**config.mk**
```make
export PLATFORM = sky130hd
export DESIGN_NAME = id_ctrl_stage_flat
export DESIGN_NICKNAME = d
export VERILOG_FILES = /design/src/rtl/ctrl_pkg.sv /design/src/rtl/id_ctrl_stage_if.sv /design/src/rtl/ctrl_decode.sv /design/src/rtl/id_ctrl_stage.sv /design/src/flat_wrapper.sv
export SDC_FILE = /design/constraint.sdc
export NUM_CORES = 1
export LEC_CHECK = 0
export CAP_MARGIN = 0
export CORE_ASPECT_RATIO = 0.75
export CORE_MARGIN = 2
export CORE_UTILIZATION = 25
export DETAILED_ROUTE_END_ITERATION = 8
export PLACE_DENSITY_LB_ADDON = 0.3
export REMOVE_ABC_BUFFERS = 1
export SLEW_MARGIN = 30
export SYNTH_ARGS = -nofsm -noshare
export SYNTH_HDL_FRONTEND = slang
export SYNTH_SLANG_ARGS = --single-unit
```
**constraint.sdc**
```tcl
create_clock -name clk -period 3.8 [get_ports clk]
set_input_delay 0.57 -clock clk [delete_from_list [all_inputs] [get_ports clk]]
set_output_delay 0.57 -clock clk [all_outputs]
set_load 0.005 [all_outputs]
```
**src/rtl/ctrl_pkg.sv**
```systemverilog
// Shared decode constants, control bundle and stage FSM states for the ID control stage.
// Optional macro CTRL_EXT_ISA_EN adds the SRAV/SLTIU/LB/SB encodings.
// Pure declarations; no logic.
package ctrl_pkg;

  localparam int ALU_OP_W  = 4;
  localparam int RAM_SEL_W = 2;

  // Primary opcodes (instr[31:26])
  localparam logic [5:0] OP_RTYPE = 6'd0;
  localparam logic [5:0] OP_J     = 6'd2;
  localparam logic [5:0] OP_JAL   = 6'd3;
  localparam logic [5:0] OP_BEQ   = 6'd4;
  localparam logic [5:0] OP_BNE   = 6'd5;
  localparam logic [5:0] OP_ADDI  = 6'd8;
  localparam logic [5:0] OP_ADDIU = 6'd9;
  localparam logic [5:0] OP_SLTI  = 6'd10;
  localparam logic [5:0] OP_ANDI  = 6'd12;
  localparam logic [5:0] OP_ORI   = 6'd13;
  localparam logic [5:0] OP_LW    = 6'd35;
  localparam logic [5:0] OP_SW    = 6'd43;

  // R-type function codes (instr[5:0])
  localparam logic [5:0] F_SLL     = 6'd0;
  localparam logic [5:0] F_SRL     = 6'd2;
  localparam logic [5:0] F_SRA     = 6'd3;
  localparam logic [5:0] F_JR      = 6'd8;
  localparam logic [5:0] F_SYSCALL = 6'd12;
  localparam logic [5:0] F_ADD     = 6'd32;
  localparam logic [5:0] F_ADDU    = 6'd33;
  localparam logic [5:0] F_SUB     = 6'd34;
  localparam logic [5:0] F_AND     = 6'd36;
  localparam logic [5:0] F_OR      = 6'd37;
  localparam logic [5:0] F_NOR     = 6'd39;
  localparam logic [5:0] F_SLT     = 6'd42;
  localparam logic [5:0] F_SLTU    = 6'd43;

`ifdef CTRL_EXT_ISA_EN
  localparam logic [5:0] OP_SLTIU = 6'd11;
  localparam logic [5:0] OP_LB    = 6'd32;
  localparam logic [5:0] OP_SB    = 6'd40;
  localparam logic [5:0] F_SRAV   = 6'd7;
  localparam logic [RAM_SEL_W-1:0] RAM_BYTE = 2'b11;
`endif

  // ALU operation encodings
  localparam logic [ALU_OP_W-1:0] ALU_SLL  = 4'b0000;
  localparam logic [ALU_OP_W-1:0] ALU_SRA  = 4'b0001;
  localparam logic [ALU_OP_W-1:0] ALU_SRL  = 4'b0010;
  localparam logic [ALU_OP_W-1:0] ALU_ADD  = 4'b0101;
  localparam logic [ALU_OP_W-1:0] ALU_SUB  = 4'b0110;
  localparam logic [ALU_OP_W-1:0] ALU_AND  = 4'b0111;
  localparam logic [ALU_OP_W-1:0] ALU_OR   = 4'b1000;
  localparam logic [ALU_OP_W-1:0] ALU_NOR  = 4'b1010;
  localparam logic [ALU_OP_W-1:0] ALU_SLT  = 4'b1011;
  localparam logic [ALU_OP_W-1:0] ALU_SLTU = 4'b1100;

  // Control bundle carried in the ID/EX register
  typedef struct packed {
    logic [ALU_OP_W-1:0]  alu_op;
    logic                 alu_src_b;
    logic                 signed_ext;
    logic                 reg_write;
    logic [4:0]           wb_reg;
    logic                 mem_to_reg;
    logic                 mem_write;
    logic [RAM_SEL_W-1:0] ram_sel;
    logic                 beq;
    logic                 bne;
    logic                 jmp;
    logic                 jal;
    logic                 jr;
    logic                 syscall;
    logic                 illegal;
  } ctrl_t;

  typedef enum logic [1:0] {ST_RUN, ST_DRAIN, ST_HALTED} state_e;

  // Bundle for an instruction that computes into a register through the ALU.
  function automatic ctrl_t ctrl_alu(input logic [ALU_OP_W-1:0] op, input logic src_b,
                                     input logic sext, input logic [4:0] wb);
    ctrl_t c;
    c            = '0;
    c.alu_op     = op;
    c.alu_src_b  = src_b;
    c.signed_ext = sext;
    c.reg_write  = 1'b1;
    c.wb_reg     = wb;
    return c;
  endfunction

endpackage

```
**src/rtl/id_ctrl_stage_if.sv**
```systemverilog
// ID-side and EX-side signals of the decode/control stage, grouped for port connection.
// master = the control stage, slave = surrounding pipeline.
// Handshake: id_ready consumes IF/ID, ex_ready lets ID/EX advance.
interface id_ctrl_stage_if;
  import ctrl_pkg::*;

  logic                 id_valid;
  logic [31:0]          id_instr;
  logic                 id_ready;
  logic                 ex_ready;
  logic                 flush;
  logic                 resume;
  logic                 ex_valid;
  logic [ALU_OP_W-1:0]  ex_alu_op;
  logic                 ex_alu_src_b;
  logic                 ex_signed_ext;
  logic                 ex_reg_write;
  logic [4:0]           ex_wb_reg;
  logic                 ex_mem_to_reg;
  logic                 ex_mem_write;
  logic [RAM_SEL_W-1:0] ex_ram_sel;
  logic                 ex_beq;
  logic                 ex_bne;
  logic                 ex_jmp;
  logic                 ex_jal;
  logic                 ex_jr;
  logic                 ex_syscall;
  logic                 ex_illegal;
  logic                 halted;

  modport master (
    input  id_valid, id_instr, ex_ready, flush, resume,
    output id_ready, ex_valid, ex_alu_op, ex_alu_src_b, ex_signed_ext, ex_reg_write,
           ex_wb_reg, ex_mem_to_reg, ex_mem_write, ex_ram_sel, ex_beq, ex_bne, ex_jmp,
           ex_jal, ex_jr, ex_syscall, ex_illegal, halted
  );

  modport slave (
    output id_valid, id_instr, ex_ready, flush, resume,
    input  id_ready, ex_valid, ex_alu_op, ex_alu_src_b, ex_signed_ext, ex_reg_write,
           ex_wb_reg, ex_mem_to_reg, ex_mem_write, ex_ram_sel, ex_beq, ex_bne, ex_jmp,
           ex_jal, ex_jr, ex_syscall, ex_illegal, halted
  );
endinterface

```
**src/rtl/ctrl_decode.sv**
```systemverilog
// Instruction -> control bundle plus source-register usage flags (CTRL_EXT_ISA_EN adds SRAV/SLTIU/LB/SB).
// Latency: purely combinational.
// Backpressure: none; caller decides when the result is used.
module ctrl_decode
  import ctrl_pkg::*;
(
  input  logic [31:0] instr_i,
  output ctrl_t       ctrl_o,
  output logic        rs_used_o,
  output logic        rt_used_o
);

  logic [5:0] op;
  logic [5:0] func;
  logic [4:0] rt;
  logic [4:0] rd;
  logic       unused_shamt_rs;

  assign op   = instr_i[31:26];
  assign func = instr_i[5:0];
  assign rt   = instr_i[20:16];
  assign rd   = instr_i[15:11];
  // rs and shamt select datapath operands only; decode never looks at their values.
  assign unused_shamt_rs = ^{instr_i[25:21], instr_i[10:6]};

  // Decode table; unknown encodings collapse to an all-zero bundle flagged illegal.
  always_comb begin
    ctrl_t c;
    logic  legal;
    logic  rs_u;
    logic  rt_u;
    c     = '0;
    legal = 1'b1;
    rs_u  = 1'b0;
    rt_u  = 1'b0;
    case (op)
      OP_RTYPE: begin
        case (func)
          F_SLL:     begin c = ctrl_alu(ALU_SLL,  1'b0, 1'b0, rd); rt_u = 1'b1; end
          F_SRL:     begin c = ctrl_alu(ALU_SRL,  1'b0, 1'b0, rd); rt_u = 1'b1; end
          F_SRA:     begin c = ctrl_alu(ALU_SRA,  1'b0, 1'b0, rd); rt_u = 1'b1; end
`ifdef CTRL_EXT_ISA_EN
          F_SRAV:    begin c = ctrl_alu(ALU_SRA,  1'b0, 1'b0, rd); rs_u = 1'b1; rt_u = 1'b1; end
`endif
          F_ADD,
          F_ADDU:    begin c = ctrl_alu(ALU_ADD,  1'b0, 1'b0, rd); rs_u = 1'b1; rt_u = 1'b1; end
          F_SUB:     begin c = ctrl_alu(ALU_SUB,  1'b0, 1'b0, rd); rs_u = 1'b1; rt_u = 1'b1; end
          F_AND:     begin c = ctrl_alu(ALU_AND,  1'b0, 1'b0, rd); rs_u = 1'b1; rt_u = 1'b1; end
          F_OR:      begin c = ctrl_alu(ALU_OR,   1'b0, 1'b0, rd); rs_u = 1'b1; rt_u = 1'b1; end
          F_NOR:     begin c = ctrl_alu(ALU_NOR,  1'b0, 1'b0, rd); rs_u = 1'b1; rt_u = 1'b1; end
          F_SLT:     begin c = ctrl_alu(ALU_SLT,  1'b0, 1'b0, rd); rs_u = 1'b1; rt_u = 1'b1; end
          F_SLTU:    begin c = ctrl_alu(ALU_SLTU, 1'b0, 1'b0, rd); rs_u = 1'b1; rt_u = 1'b1; end
          F_JR:      begin c.jr = 1'b1;      c.wb_reg = rd; rs_u = 1'b1; end
          F_SYSCALL: begin c.syscall = 1'b1; c.wb_reg = rd; end
          default:   legal = 1'b0;
        endcase
      end
      OP_J:     begin c.jmp = 1'b1; c.wb_reg = rt; end
      OP_JAL:   begin c.jal = 1'b1; c.reg_write = 1'b1; c.wb_reg = 5'd31; end
      OP_BEQ:   begin c.beq = 1'b1; c.signed_ext = 1'b1; c.wb_reg = rt; rs_u = 1'b1; rt_u = 1'b1; end
      OP_BNE:   begin c.bne = 1'b1; c.signed_ext = 1'b1; c.wb_reg = rt; rs_u = 1'b1; rt_u = 1'b1; end
      OP_ADDI:  begin c = ctrl_alu(ALU_ADD,  1'b1, 1'b1, rt); rs_u = 1'b1; end
      OP_ADDIU: begin c = ctrl_alu(ALU_ADD,  1'b1, 1'b0, rt); rs_u = 1'b1; end
      OP_SLTI:  begin c = ctrl_alu(ALU_SLT,  1'b1, 1'b1, rt); rs_u = 1'b1; end
`ifdef CTRL_EXT_ISA_EN
      OP_SLTIU: begin c = ctrl_alu(ALU_SLTU, 1'b1, 1'b0, rt); rs_u = 1'b1; end
      OP_LB: begin
        c = ctrl_alu(ALU_ADD, 1'b1, 1'b0, rt);
        c.mem_to_reg = 1'b1;
        c.ram_sel    = RAM_BYTE;
        rs_u         = 1'b1;
      end
      OP_SB: begin
        c.alu_op    = ALU_ADD;
        c.alu_src_b = 1'b1;
        c.mem_write = 1'b1;
        c.ram_sel   = RAM_BYTE;
        c.wb_reg    = rt;
        rs_u        = 1'b1;
        rt_u        = 1'b1;
      end
`endif
      OP_ANDI:  begin c = ctrl_alu(ALU_AND,  1'b1, 1'b1, rt); rs_u = 1'b1; end
      OP_ORI:   begin c = ctrl_alu(ALU_OR,   1'b1, 1'b1, rt); rs_u = 1'b1; end
      OP_LW: begin
        c = ctrl_alu(ALU_ADD, 1'b1, 1'b0, rt);
        c.mem_to_reg = 1'b1;
        rs_u         = 1'b1;
      end
      OP_SW: begin
        c.alu_op    = ALU_ADD;
        c.alu_src_b = 1'b1;
        c.mem_write = 1'b1;
        c.wb_reg    = rt;
        rs_u        = 1'b1;
        rt_u        = 1'b1;
      end
      default: legal = 1'b0;
    endcase

    if (!legal) begin
      c         = '0;
      c.illegal = 1'b1;
      rs_u      = 1'b0;
      rt_u      = 1'b0;
    end
    // $0 is hardwired; a write to it is dropped here so hazard/forwarding logic never sees it.
    if (c.wb_reg == 5'd0) begin
      c.reg_write = 1'b0;
    end

    ctrl_o    = c;
    rs_used_o = rs_u;
    rt_used_o = rt_u;
  end

endmodule

```
**src/rtl/id_ctrl_stage.sv**
```systemverilog
// ID/EX control register with load-use stall, EX flush and syscall drain/halt FSM (CTRL_EXT_ISA_EN widens decode).
// Latency: decoded controls appear on ex_* one cycle after id_ready & ex_ready.
// Backpressure: ex_ready=0 holds ID/EX and drops id_ready; stall/drain/halt also drop id_ready.
module id_ctrl_stage
  import ctrl_pkg::*;
#(
  parameter int DRAIN_CYCLES = 3
) (
  input  logic             clk,
  input  logic             rst,
  id_ctrl_stage_if.master  bus
);

  localparam int CNT_W = $clog2(DRAIN_CYCLES + 1);
  localparam logic [CNT_W-1:0] CNT_LOAD = CNT_W'(DRAIN_CYCLES);

  ctrl_t            dec;
  logic             rs_used;
  logic             rt_used;
  logic [4:0]       id_rs;
  logic [4:0]       id_rt;
  logic             load_use;

  state_e           state_q, state_d;
  logic [CNT_W-1:0] cnt_q, cnt_d;
  ctrl_t            ex_q, ex_d;
  logic             ex_vld_q, ex_vld_d;
  logic             id_ready_c;

  ctrl_decode u_decode (
    .instr_i   (bus.id_instr),
    .ctrl_o    (dec),
    .rs_used_o (rs_used),
    .rt_used_o (rt_used)
  );

  assign id_rs = bus.id_instr[25:21];
  assign id_rt = bus.id_instr[20:16];

  // A load in EX whose result the ID instruction reads cannot be forwarded in time.
  assign load_use = bus.id_valid && ex_vld_q && ex_q.mem_to_reg && (ex_q.wb_reg != 5'd0) &&
                    ((rs_used && (id_rs == ex_q.wb_reg)) || (rt_used && (id_rt == ex_q.wb_reg)));

  // Next-state for FSM, drain counter and ID/EX; also the IF/ID consume signal.
  always_comb begin
    state_d    = state_q;
    cnt_d      = cnt_q;
    ex_d       = ex_q;
    ex_vld_d   = ex_vld_q;
    id_ready_c = 1'b0;
    case (state_q)
      ST_RUN: begin
        if (bus.flush) begin
          // Flush wins over stall and over EX backpressure: both stage contents are wrong-path.
          ex_d       = '0;
          ex_vld_d   = 1'b0;
          id_ready_c = bus.id_valid;
        end else if (bus.ex_ready) begin
          if (load_use) begin
            ex_d     = '0;
            ex_vld_d = 1'b0;
          end else begin
            ex_d       = bus.id_valid ? dec : '0;
            ex_vld_d   = bus.id_valid;
            id_ready_c = bus.id_valid;
            if (bus.id_valid && dec.syscall) begin
              state_d = ST_DRAIN;
              cnt_d   = CNT_LOAD;
            end
          end
        end
      end
      ST_DRAIN: begin
        // Only cycles where EX moves count towards the drain, so older instructions truly retire.
        if (bus.ex_ready) begin
          ex_d     = '0;
          ex_vld_d = 1'b0;
          cnt_d    = cnt_q - CNT_W'(1);
          if (cnt_d == '0) begin
            state_d = ST_HALTED;
          end
        end
      end
      ST_HALTED: begin
        ex_d     = '0;
        ex_vld_d = 1'b0;
        if (bus.resume) begin
          state_d = ST_RUN;
        end
      end
      default: begin
        state_d  = ST_RUN;
        cnt_d    = '0;
        ex_d     = '0;
        ex_vld_d = 1'b0;
      end
    endcase
  end

  // State, counter and ID/EX register update.
  always_ff @(posedge clk) begin
    if (rst) begin
      state_q  <= ST_RUN;
      cnt_q    <= '0;
      ex_q     <= '0;
      ex_vld_q <= 1'b0;
    end else begin
      state_q  <= state_d;
      cnt_q    <= cnt_d;
      ex_q     <= ex_d;
      ex_vld_q <= ex_vld_d;
    end
  end

  assign bus.id_ready      = id_ready_c;
  assign bus.halted        = (state_q == ST_HALTED);
  assign bus.ex_valid      = ex_vld_q;
  assign bus.ex_alu_op     = ex_q.alu_op;
  assign bus.ex_alu_src_b  = ex_q.alu_src_b;
  assign bus.ex_signed_ext = ex_q.signed_ext;
  assign bus.ex_reg_write  = ex_q.reg_write;
  assign bus.ex_wb_reg     = ex_q.wb_reg;
  assign bus.ex_mem_to_reg = ex_q.mem_to_reg;
  assign bus.ex_mem_write  = ex_q.mem_write;
  assign bus.ex_ram_sel    = ex_q.ram_sel;
  assign bus.ex_beq        = ex_q.beq;
  assign bus.ex_bne        = ex_q.bne;
  assign bus.ex_jmp        = ex_q.jmp;
  assign bus.ex_jal        = ex_q.jal;
  assign bus.ex_jr         = ex_q.jr;
  assign bus.ex_syscall    = ex_q.syscall;
  assign bus.ex_illegal    = ex_q.illegal;

endmodule
```
**src/flat_wrapper.sv**
```systemverilog
// flat-port wrapper written by rule: the top's interface ports become plain ports
module id_ctrl_stage_flat import ctrl_pkg::*;
#(
  parameter int DRAIN_CYCLES = 3
)
  (clk, rst, bus_id_valid, bus_id_instr, bus_ex_ready, bus_flush, bus_resume, bus_id_ready, bus_ex_valid, bus_ex_alu_op, bus_ex_alu_src_b, bus_ex_signed_ext, bus_ex_reg_write, bus_ex_wb_reg, bus_ex_mem_to_reg, bus_ex_mem_write, bus_ex_ram_sel, bus_ex_beq, bus_ex_bne, bus_ex_jmp, bus_ex_jal, bus_ex_jr, bus_ex_syscall, bus_ex_illegal, bus_halted);
  id_ctrl_stage_if bus_i ();
  input  logic clk;
  input  logic rst;
  input wire logic [$bits(bus_i.id_valid)-1:0] bus_id_valid;
  input wire logic [$bits(bus_i.id_instr)-1:0] bus_id_instr;
  input wire logic [$bits(bus_i.ex_ready)-1:0] bus_ex_ready;
  input wire logic [$bits(bus_i.flush)-1:0] bus_flush;
  input wire logic [$bits(bus_i.resume)-1:0] bus_resume;
  output wire logic [$bits(bus_i.id_ready)-1:0] bus_id_ready;
  output wire logic [$bits(bus_i.ex_valid)-1:0] bus_ex_valid;
  output wire logic [$bits(bus_i.ex_alu_op)-1:0] bus_ex_alu_op;
  output wire logic [$bits(bus_i.ex_alu_src_b)-1:0] bus_ex_alu_src_b;
  output wire logic [$bits(bus_i.ex_signed_ext)-1:0] bus_ex_signed_ext;
  output wire logic [$bits(bus_i.ex_reg_write)-1:0] bus_ex_reg_write;
  output wire logic [$bits(bus_i.ex_wb_reg)-1:0] bus_ex_wb_reg;
  output wire logic [$bits(bus_i.ex_mem_to_reg)-1:0] bus_ex_mem_to_reg;
  output wire logic [$bits(bus_i.ex_mem_write)-1:0] bus_ex_mem_write;
  output wire logic [$bits(bus_i.ex_ram_sel)-1:0] bus_ex_ram_sel;
  output wire logic [$bits(bus_i.ex_beq)-1:0] bus_ex_beq;
  output wire logic [$bits(bus_i.ex_bne)-1:0] bus_ex_bne;
  output wire logic [$bits(bus_i.ex_jmp)-1:0] bus_ex_jmp;
  output wire logic [$bits(bus_i.ex_jal)-1:0] bus_ex_jal;
  output wire logic [$bits(bus_i.ex_jr)-1:0] bus_ex_jr;
  output wire logic [$bits(bus_i.ex_syscall)-1:0] bus_ex_syscall;
  output wire logic [$bits(bus_i.ex_illegal)-1:0] bus_ex_illegal;
  output wire logic [$bits(bus_i.halted)-1:0] bus_halted;
  assign bus_i.id_valid = bus_id_valid;
  assign bus_i.id_instr = bus_id_instr;
  assign bus_i.ex_ready = bus_ex_ready;
  assign bus_i.flush = bus_flush;
  assign bus_i.resume = bus_resume;
  assign bus_id_ready = bus_i.id_ready;
  assign bus_ex_valid = bus_i.ex_valid;
  assign bus_ex_alu_op = bus_i.ex_alu_op;
  assign bus_ex_alu_src_b = bus_i.ex_alu_src_b;
  assign bus_ex_signed_ext = bus_i.ex_signed_ext;
  assign bus_ex_reg_write = bus_i.ex_reg_write;
  assign bus_ex_wb_reg = bus_i.ex_wb_reg;
  assign bus_ex_mem_to_reg = bus_i.ex_mem_to_reg;
  assign bus_ex_mem_write = bus_i.ex_mem_write;
  assign bus_ex_ram_sel = bus_i.ex_ram_sel;
  assign bus_ex_beq = bus_i.ex_beq;
  assign bus_ex_bne = bus_i.ex_bne;
  assign bus_ex_jmp = bus_i.ex_jmp;
  assign bus_ex_jal = bus_i.ex_jal;
  assign bus_ex_jr = bus_i.ex_jr;
  assign bus_ex_syscall = bus_i.ex_syscall;
  assign bus_ex_illegal = bus_i.ex_illegal;
  assign bus_halted = bus_i.halted;
  id_ctrl_stage #(.DRAIN_CYCLES(DRAIN_CYCLES)) u_core (.clk(clk), .rst(rst), .bus(bus_i));
endmodule
```
Yosys cells after proc, flatten, opt, wreduce, memory -nomap -nowiden
Cells that the tools add are included.
- reduce and logical (&&, ||, !) cells: 28
- bitwise logic cells: 1
- equal/unequal tests: 35
- $add $sub $neg: 1
- muxes and demuxes: 53
- operators with widths (operator ; count):
    23-bit 2-to-1 mux ; 6
    7-bit case mux with 10 select lines ; 1
    6-bit == test, second input constant ; 10
    23-bit case mux with 2 select lines ; 1
    6-bit by 4-bit == test with 1-bit output, second input constant ; 7
    5-bit case mux with 5 select lines ; 1
    6-bit by 2-bit == test with 1-bit output, second input constant ; 4
    2-bit 2-to-1 mux ; 12
    11-bit OR reduction ; 2
    1-bit 2-to-1 mux ; 21
    9-bit OR reduction ; 2
    5-bit case mux with 3 select lines ; 1
    13-bit OR reduction ; 1
    6-bit by 3-bit == test with 1-bit output, second input constant ; 2
    6-bit logical NOT ; 2
    1-bit case mux with 2 select lines ; 6
    2-bit case mux with 3 select lines ; 2
    5-bit == test ; 2
    2-bit inequality test, second input constant ; 5
    10-bit OR reduction ; 1
    1-bit logical AND ; 7
    7-bit AND reduction ; 1
    7-bit OR reduction ; 1
    6-bit AND reduction ; 1
    17 further kinds ; 19
- flip-flop bits (word level): 28
- input bits: 38
- word-level logic and storage cells: 136

Depth between registers and ports, before layout
- depth in word-level cells: 12
- gate-level depth with buffers: 8

By module
From an unflattened synthesis, not the netlist that was laid out.
- cell total of the unflattened synthesis: 282
- area, all modules: 2214.6 um2
- by module, submodules not included (module ; area an instance (um2) ; seq. area each (um2) ; cells each ; times used):
    id_ctrl_stage ; 1438.9 ; 560.5 ; 162 ; 1
    ctrl_decode ; 775.7 ; 0.0 ; 120 ; 1

Least setup slack after synthesis
OpenSTA, ideal clock, no wires.
- path type: input to output
- start point: input bus_id_instr[28]
- end point: output bus_id_ready
- stages: 8
- path buffers: 2
- setup slack: 1.029 ns
- arrival time: 2.201 ns
- cells stage by stage: buf_6 nand4b_2 or3b_4 o21ai_2 o2111ai_2 a211oi_4 buf_8 o31ai_2
- longest elaborated chain between the ends: 11
- elaborated cells between the ends (all ways): 28
- those cells by class: eq/ne: 11; mux: 9; reduce/logical: 8
- ends and longest elaborated chain (item ; RTL line ; text):
    start: declaration ; flat_wrapper.sv:11 ; input wire logic [$bits(bus_i.id_instr)-1:0] bus_id_instr;
    6-bit == test (tied with other cells) ; ctrl_decode.sv:36 ; case (op)
    11-bit OR reduction (no line) (tied with other cells) ; - ;
    1-bit case mux with 2 select lines ; ctrl_decode.sv:36 ;
    1-bit 2-to-1 mux ; ctrl_decode.sv:101 ; if (!legal) begin
    1-bit logical AND ; id_ctrl_stage.sv:42 ; ((rs_used && (id_rs == ex_q.wb_reg)) || (rt_used && (id_rt == ex_q.wb_reg)));
    1-bit logical OR * ; id_ctrl_stage.sv:42 ;
    1-bit logical AND * ; id_ctrl_stage.sv:41 ; assign load_use = bus.id_valid && ex_vld_q && ex_q.mem_to_reg && (ex_q.wb_reg != 5'd0) &&
    1-bit 2-to-1 mux * ; id_ctrl_stage.sv:59 ; if (load_use) begin
    1-bit 2-to-1 mux * ; id_ctrl_stage.sv:58 ; end else if (bus.ex_ready) begin
    1-bit 2-to-1 mux * ; id_ctrl_stage.sv:53 ; if (bus.flush) begin
    1-bit 2-to-1 mux * ; id_ctrl_stage.sv:51 ; case (state_q)
    end: declaration ; flat_wrapper.sv:15 ; output wire logic [$bits(bus_i.id_ready)-1:0] bus_id_ready;
Mark *: on every way between the ends. The rest lies on a longest branch, timed or not.

Worst setup path in the final report
- start point: input bus_id_instr[27]
- end point: output bus_id_ready
The elaborated chain is that of the path after synthesis.

==> run_results.csv <==
group,metric,value,unit
drt,drc_errors,0,
logic_synthesis,synth.cell_area,1900,um^2
finish,final_net_count,331,
logic_synthesis,synth_most_common_cell,"nand2_1",
clocking,cts_resized,0,
global_routing,grt_pass1_vias,1841,
finish,syn_to_final_growth,39.6,%
min_path,hp-start,"u_core.bus.ex_beq",
placement,place_congestion,0.812,
logic_synthesis,ys_warn_count,0,
logic_synthesis,synth_flop_cell,"dfxtp_1",
clocking,clockBufferDepth,2,
clocking,clock-sinks,26,
sta,min_period,3.57,ns
drt,vias,1962,
placement,portBuffers,56,
power_and_ir_drop,power,644,uW
clocking,cts_tree,"built",
worst_setup_path,crit_top_cell,"clkdlybuf4s50_1",
global_routing,grt_use_total,13.8,%
logic_synthesis,ys_types,60,
worst_setup_path,critPathRequiredTime,3.23,ns
placement,dpl_cell_area,2590,um^2
clocking,clkLatencyLatePin,0.28,ns
finish,final_area,2660,um^2
placement,post-place-cells,388,
drt,drt_pre_antenna_iters,4,
clocking,numCtsBuffers,3,
logic_synthesis,netlist.area_leader.share,27.3,%
global_routing,grt_pass1_wl,9.40,mm
worst_setup_path,r2r_cells,5,
power_and_ir_drop,power_density,242,nW/um^2
worst_setup_path,critPathArrivalTime,3.00,ns
sta,finalClockSkew,0.0106,ns
placement,post-dp-hpwl,4.42,mm
logic_synthesis,synth_edf_count,0,
finish,final_core_util,36.1,%
worst_setup_path,crit_chain,"clkdlybuf4s50_1 > buf_4 > or3_4 > a221oi_2 > nor2_2 > a211oi_4 > o31ai_2 > clkdlybuf4s50_1",
finish,drive_above_1_share,14.1,%
min_path,hold_depth,2,
worst_setup_path,slowest_delay,0.58,ns
floorplan,dieArea,8340,um^2
drt,ant_nets,0,
logic_synthesis,netlist_top_cells_count,"30 x nand2_1, 26 x dfxtp_1, 15 x nor2_1",
run,drv_cap,0,
sta,drv_slew,0,
floorplan,start_util,25.9,%
worst_setup_path,critPathSlowestCell,"clkdlybuf4s50_1",
logic_synthesis,syn_area_per_cell,8.10,um^2
drt,drt_wl_total,5.67,mm
floorplan,die_w,105,um
sta,min_period_over_period,93.9,%
global_routing,grt-ovfl-total,0,
logic_synthesis,async_flop_share,0,%
logic_synthesis,yosysSeqAreaShare,27.3,%
global_routing,grt_max_degree,23,
finish,fillers,794,
sta,fmax,280,MHz
sta,setup_viol,0,
min_path,hold_end,"u_core.bus.ex_beq",
clocking,htreeDepth,1,
power_and_ir_drop,irDropWorstVdd,226,uV
sta,tns,0,ns
logic_synthesis,synth_top_area_cell,"dfxtp_1",
drt,routed_via_density,5.01,
logic_synthesis,netlist_instances,235,
worst_setup_path,cp-end-kind,"output pin",
finish,n_antenna_cell,0,
power_and_ir_drop,leakagePower,0.000898,uW
global_routing,grt_antenna_before_repair,0,
floorplan,fp.dieH,79.6,um
worst_setup_path,cp_max_fo,8,
clocking,postCtsSetupBuffers,0,
sta,slew_headroom,42.9,%
floorplan,core_area,7360,um^2
finish,largest_register_ffs,5,
drt,wl_per_cell,14.5,um
worst_setup_path,rr_endpoint,"u_core.bus.ex_jr",
worst_setup_path,reg2reg_slack,1.86,ns
clocking,clk_pin_slew,0.11,ns
worst_setup_path,path_buf_inv,3,
drt,dr.first_iter.drc_count,149,
clocking,cts_root_buffer,"clkbuf_8",
outcome,status,"complete, no violations",
sta,rsz0062_at_grt,"no",
finish,fin_cells,392,
sta,worst_pin_slew,0.849,ns
floorplan,ios,64,
worst_setup_path,reg2reg_from,"u_core.bus.ex_wb_reg[0]",
worst_setup_path,crit_family,"buffers and inverters",
worst_setup_path,crit_type,"in -> out",
min_path,holdCritPathClass,"reg -> reg",
logic_synthesis,synth-seq-cells,26,
worst_setup_path,start_kind,"primary input",
clocking,holdBufCountCts,0,
sta,hold_viol,0,
logic_synthesis,yosys-top-cells-area,"dfxtp_1 27%, nand2_1 5.9%, o31ai_2 3.3%, a21oi_1 3.2%, o31ai_1 3.2%",
floorplan,row_count,27,
==> per-layer routing <==
| layer | wire length [um] | share of wire (%) | track usage [%] | vias up |
|---|---|---|---|---|
| met5 | 0 | 0 | 0 | - |
| met4 | 29 | 0.51 | 1.20 | 0 |
| met3 | 362 | 6.4 | 3.84 | 4 |
| met2 | 2210 | 39 | 19.7 | 54 |
| met1 | 3060 | 54 | 21.0 | 922 |
| li1 | - | - | - | 982 |
==> cells in the final DEF (no fill, tap or decap), types with 3 or more instances in the layout <==
cell type	count
clkbuf_8	3
o21ai_0	8
or4_1	5
buf_4	14
o31ai_1	8
nor2b_1	4
o31ai_2	5
nand2_1	30
o2111ai_1	3
a21oi_1	12
nand3_1	8
xor2_1	6
nor3_1	6
xnor2_1	6
nand2b_1	4
nor2_1	15
a31oi_1	5
dfxtp_1	26
o21ai_2	6
a221oi_1	5
inv_1	8
clkdlybuf4s50_1	56
==> worst max path at each step <==
stage / from / end / slack [ns] / cells after the start
global placement: bus_id_instr[27] / bus_id_ready / 0.26 / 8
CTS: bus_id_instr[27] / bus_id_ready / 0.25 / 8
finish: bus_id_instr[27] / bus_id_ready / 0.23 / 8
floorplan: bus_flush / u_core.bus.ex_illegal / 0.14 / 2
global route: bus_id_instr[29] / bus_id_ready / 0.08 / 8
detailed placement: bus_id_instr[27] / bus_id_ready / 0.24 / 8
==> report_power, final <==
group | internal [uW] | switching [uW]
Combinational | 64.6 | 65.5
Clock | 141 | 97.7
Sequential | 274 | 1.27
Total | 480 | 164
==> logic make-up (layout without fill, tap and decap cells) <==
family	Yosys count	after routing	share of synthesized area [%]
XOR/XNOR	12	12	5.52
adder cells (fa/ha/maj)	1	1	0.657
AO/OA/AOI/OAI	72	72	30.4
AND/OR/NAND/NOR	94	94	27.0
buffers and inverters	27	82	7.88
other	1	2	0.197
multiplexers	2	2	1.05
flip-flops	26	26	27.3
==> per-stage QoR <==
| step | hold slack, ns | setup slack [ns] |
|---|---|---|
| floorplan | 0.444 | 0.136 |
| global placement | 0.441 | 0.255 |
| CTS | 0.467 | 0.246 |
| detailed placement | 0.447 | 0.244 |
| finish | 0.462 | 0.233 |
| global route | 0.490 | 0.0761 |
==> worst min-delay path, stage by stage, from the launching register on <==
cell and delay, ns:
dfxtp_1 0.32, nand2_1 0.06, o21ai_2 0.04
==> area by class of cell <==
cell class / count / area, um^2 / area share (%)
well taps: 101 / 126 / 4.76
clock inverters: 1 / 30.0 / 1.13
multi-input cells: 183 / 1240 / 46.8
clock buffers: 3 / 41.3 / 1.55
inverters: 8 / 30.0 / 1.13
repair buffers: 70 / 666 / 25.0
flip-flops and latches: 26 / 520 / 19.6
No activity file was read; power rests on OpenSTA's default activity.
==> patch (config.mk and constraints unchanged) <==
Re-encode `state_e` (3 states) as one-hot, 3 bits wide.
--- a/src/rtl/ctrl_pkg.sv
+++ b/src/rtl/ctrl_pkg.sv
@@ -74,7 +74,7 @@
     logic                 illegal;
   } ctrl_t;
 
-  typedef enum logic [1:0] {ST_RUN, ST_DRAIN, ST_HALTED} state_e;
+  typedef enum logic [2:0] {ST_RUN = 3'b001, ST_DRAIN = 3'b010, ST_HALTED = 3'b100} state_e;
 
   // Bundle for an instruction that computes into a register through the ALU.
   function automatic ctrl_t ctrl_alu(input logic [ALU_OP_W-1:0] op, input logic src_b,
Behaviour: same outputs for any inputs over 10 cycles, from zero or initial values and one cycle with rst high; not proved beyond that.
==> patch against the original RTL <==
- total power fell by 5.6%
- die area rose by 2.8%
- cell count rose by 6.9%
- via count rose by 8.2%
- sequential share of layout area rose by 0.29 points
- cell area rose by 2.4%
- area after synthesis rose by 3.0%
- sequential cell count rose by 1
- routed wire length rose by 7.1%
- setup slack got worse by 0.095 ns
- hold slack improved by 0.0070 ns
- critical path type unchanged
- largest power group unchanged
==> patch: results (changes against the original RTL) <==
commonest cells in the netlist=30 x nand2_1, 29 x nor2_1, 27 x dfxtp_1, 17 x clkbuf_1, 14 x a21oi_1; post-synthesis compound-gate area fraction=0.3057 (+0.002132); met2 WL post-DR=2553 microns (+16%); vias in the first global route=2008 (+9.1%); Netlist cell types=50 (-17%); layout cells sized above 1=0.09748 (-0.04341); first-pass GRT wire length=10050 microns (+7.0%); FF-to-FF path depth=6 (+1); R2R setup slack=1.72 ns (-0.14 ns); PwrDens=223.4 nW/um^2 (-7.8%); final wirelength=6068 microns (+7.1%); Place WS=0.1304 ns (-0.1141 ns); NetSw=0.1767 mW (+7.5%); Static Leak=0.9423 nW (+5.0%); M2 GR Usage=0.2205 (+0.02311); Post-DP Area=2670 sq um (+3.2%); Slew headroom=0.5200 (+0.09090); met3 Use GR=0.03328 (-0.005088); number of detailed-route iterations in the first pass=5 (+1); Final Wtd Congestion=0.9118 (+12%); gr usage total=0.1457 (+0.007498); largest net degree at the start of global routing=20 (-13%); initial drt markers=76 (-49%); Crit path max-delay family=simple AND/OR/NAND/NOR gates; status=complete, no violations; met1 usage=0.2132 (+0.003161); estimated wirelength of the detail-placed design=4683 microns (+6.1%); mux cell area share after synthesis=0 (-0.01051); slowest CP cell=or4_4; Peak supply drop=135.2 uV (-40%); adder-cell share of the synthesized area=0.006382 (-0.0001887); Clock Power Share=0.296 (-0.075); met3 wire length=398 microns (+9.9%); met1 WL=3083 microns (+0.62%); Synth Area in XOR/XNOR=0.05361 (-0.001585); Worst Path Max Fanout=4 (-4); vias per cell=5.064 (+1.2%); Synth area leaders=dfxtp_1 28%, nand2_1 5.7%, nor2_1 5.6%; Inserted Clock Buffers=3 (unchanged); Final #Nets=358 (+8.2%)
[patch: logic make-up after synthesis]
family | after synthesis
flops | 27
other cells | 1
fa+ha+maj | 1
simple gates | 110
compound gates | 82
buf+inv | 29
xor+xnor | 12
[patch: final timing paths]
path | endpoint | startpoint
setup / recovery | bus_id_ready | bus_id_instr[31]
hold / removal | u_core.bus.ex_jr | u_core.bus.ex_jr
setup reg to reg | u_core.bus.ex_wb_reg[0] | u_core.state_q[0]
hold reg to reg | u_core.bus.ex_jr | u_core.bus.ex_jr
[patch: stage by stage]
stage	cells	hold WS (ns)
6_report	419	0.4687
3_3_place_gp	415	0.4441
5_1_grt	419	0.4998
4_1_cts	419	0.4722
2_1_floorplan	242	0.4422
3_5_place_dp	415	0.4533
[patch: cell type report]
class / instances / area (sq um)
clock buffer: 3 / 41.29
clock inverter: 1 / 8.758
fill: 806 / 4746
inverter: 8 / 30.03
multi-input combinational: 207 / 1292
sequential: 27 / 540.5
tap: 101 / 126.4
timing repair buffer: 72 / 680.7
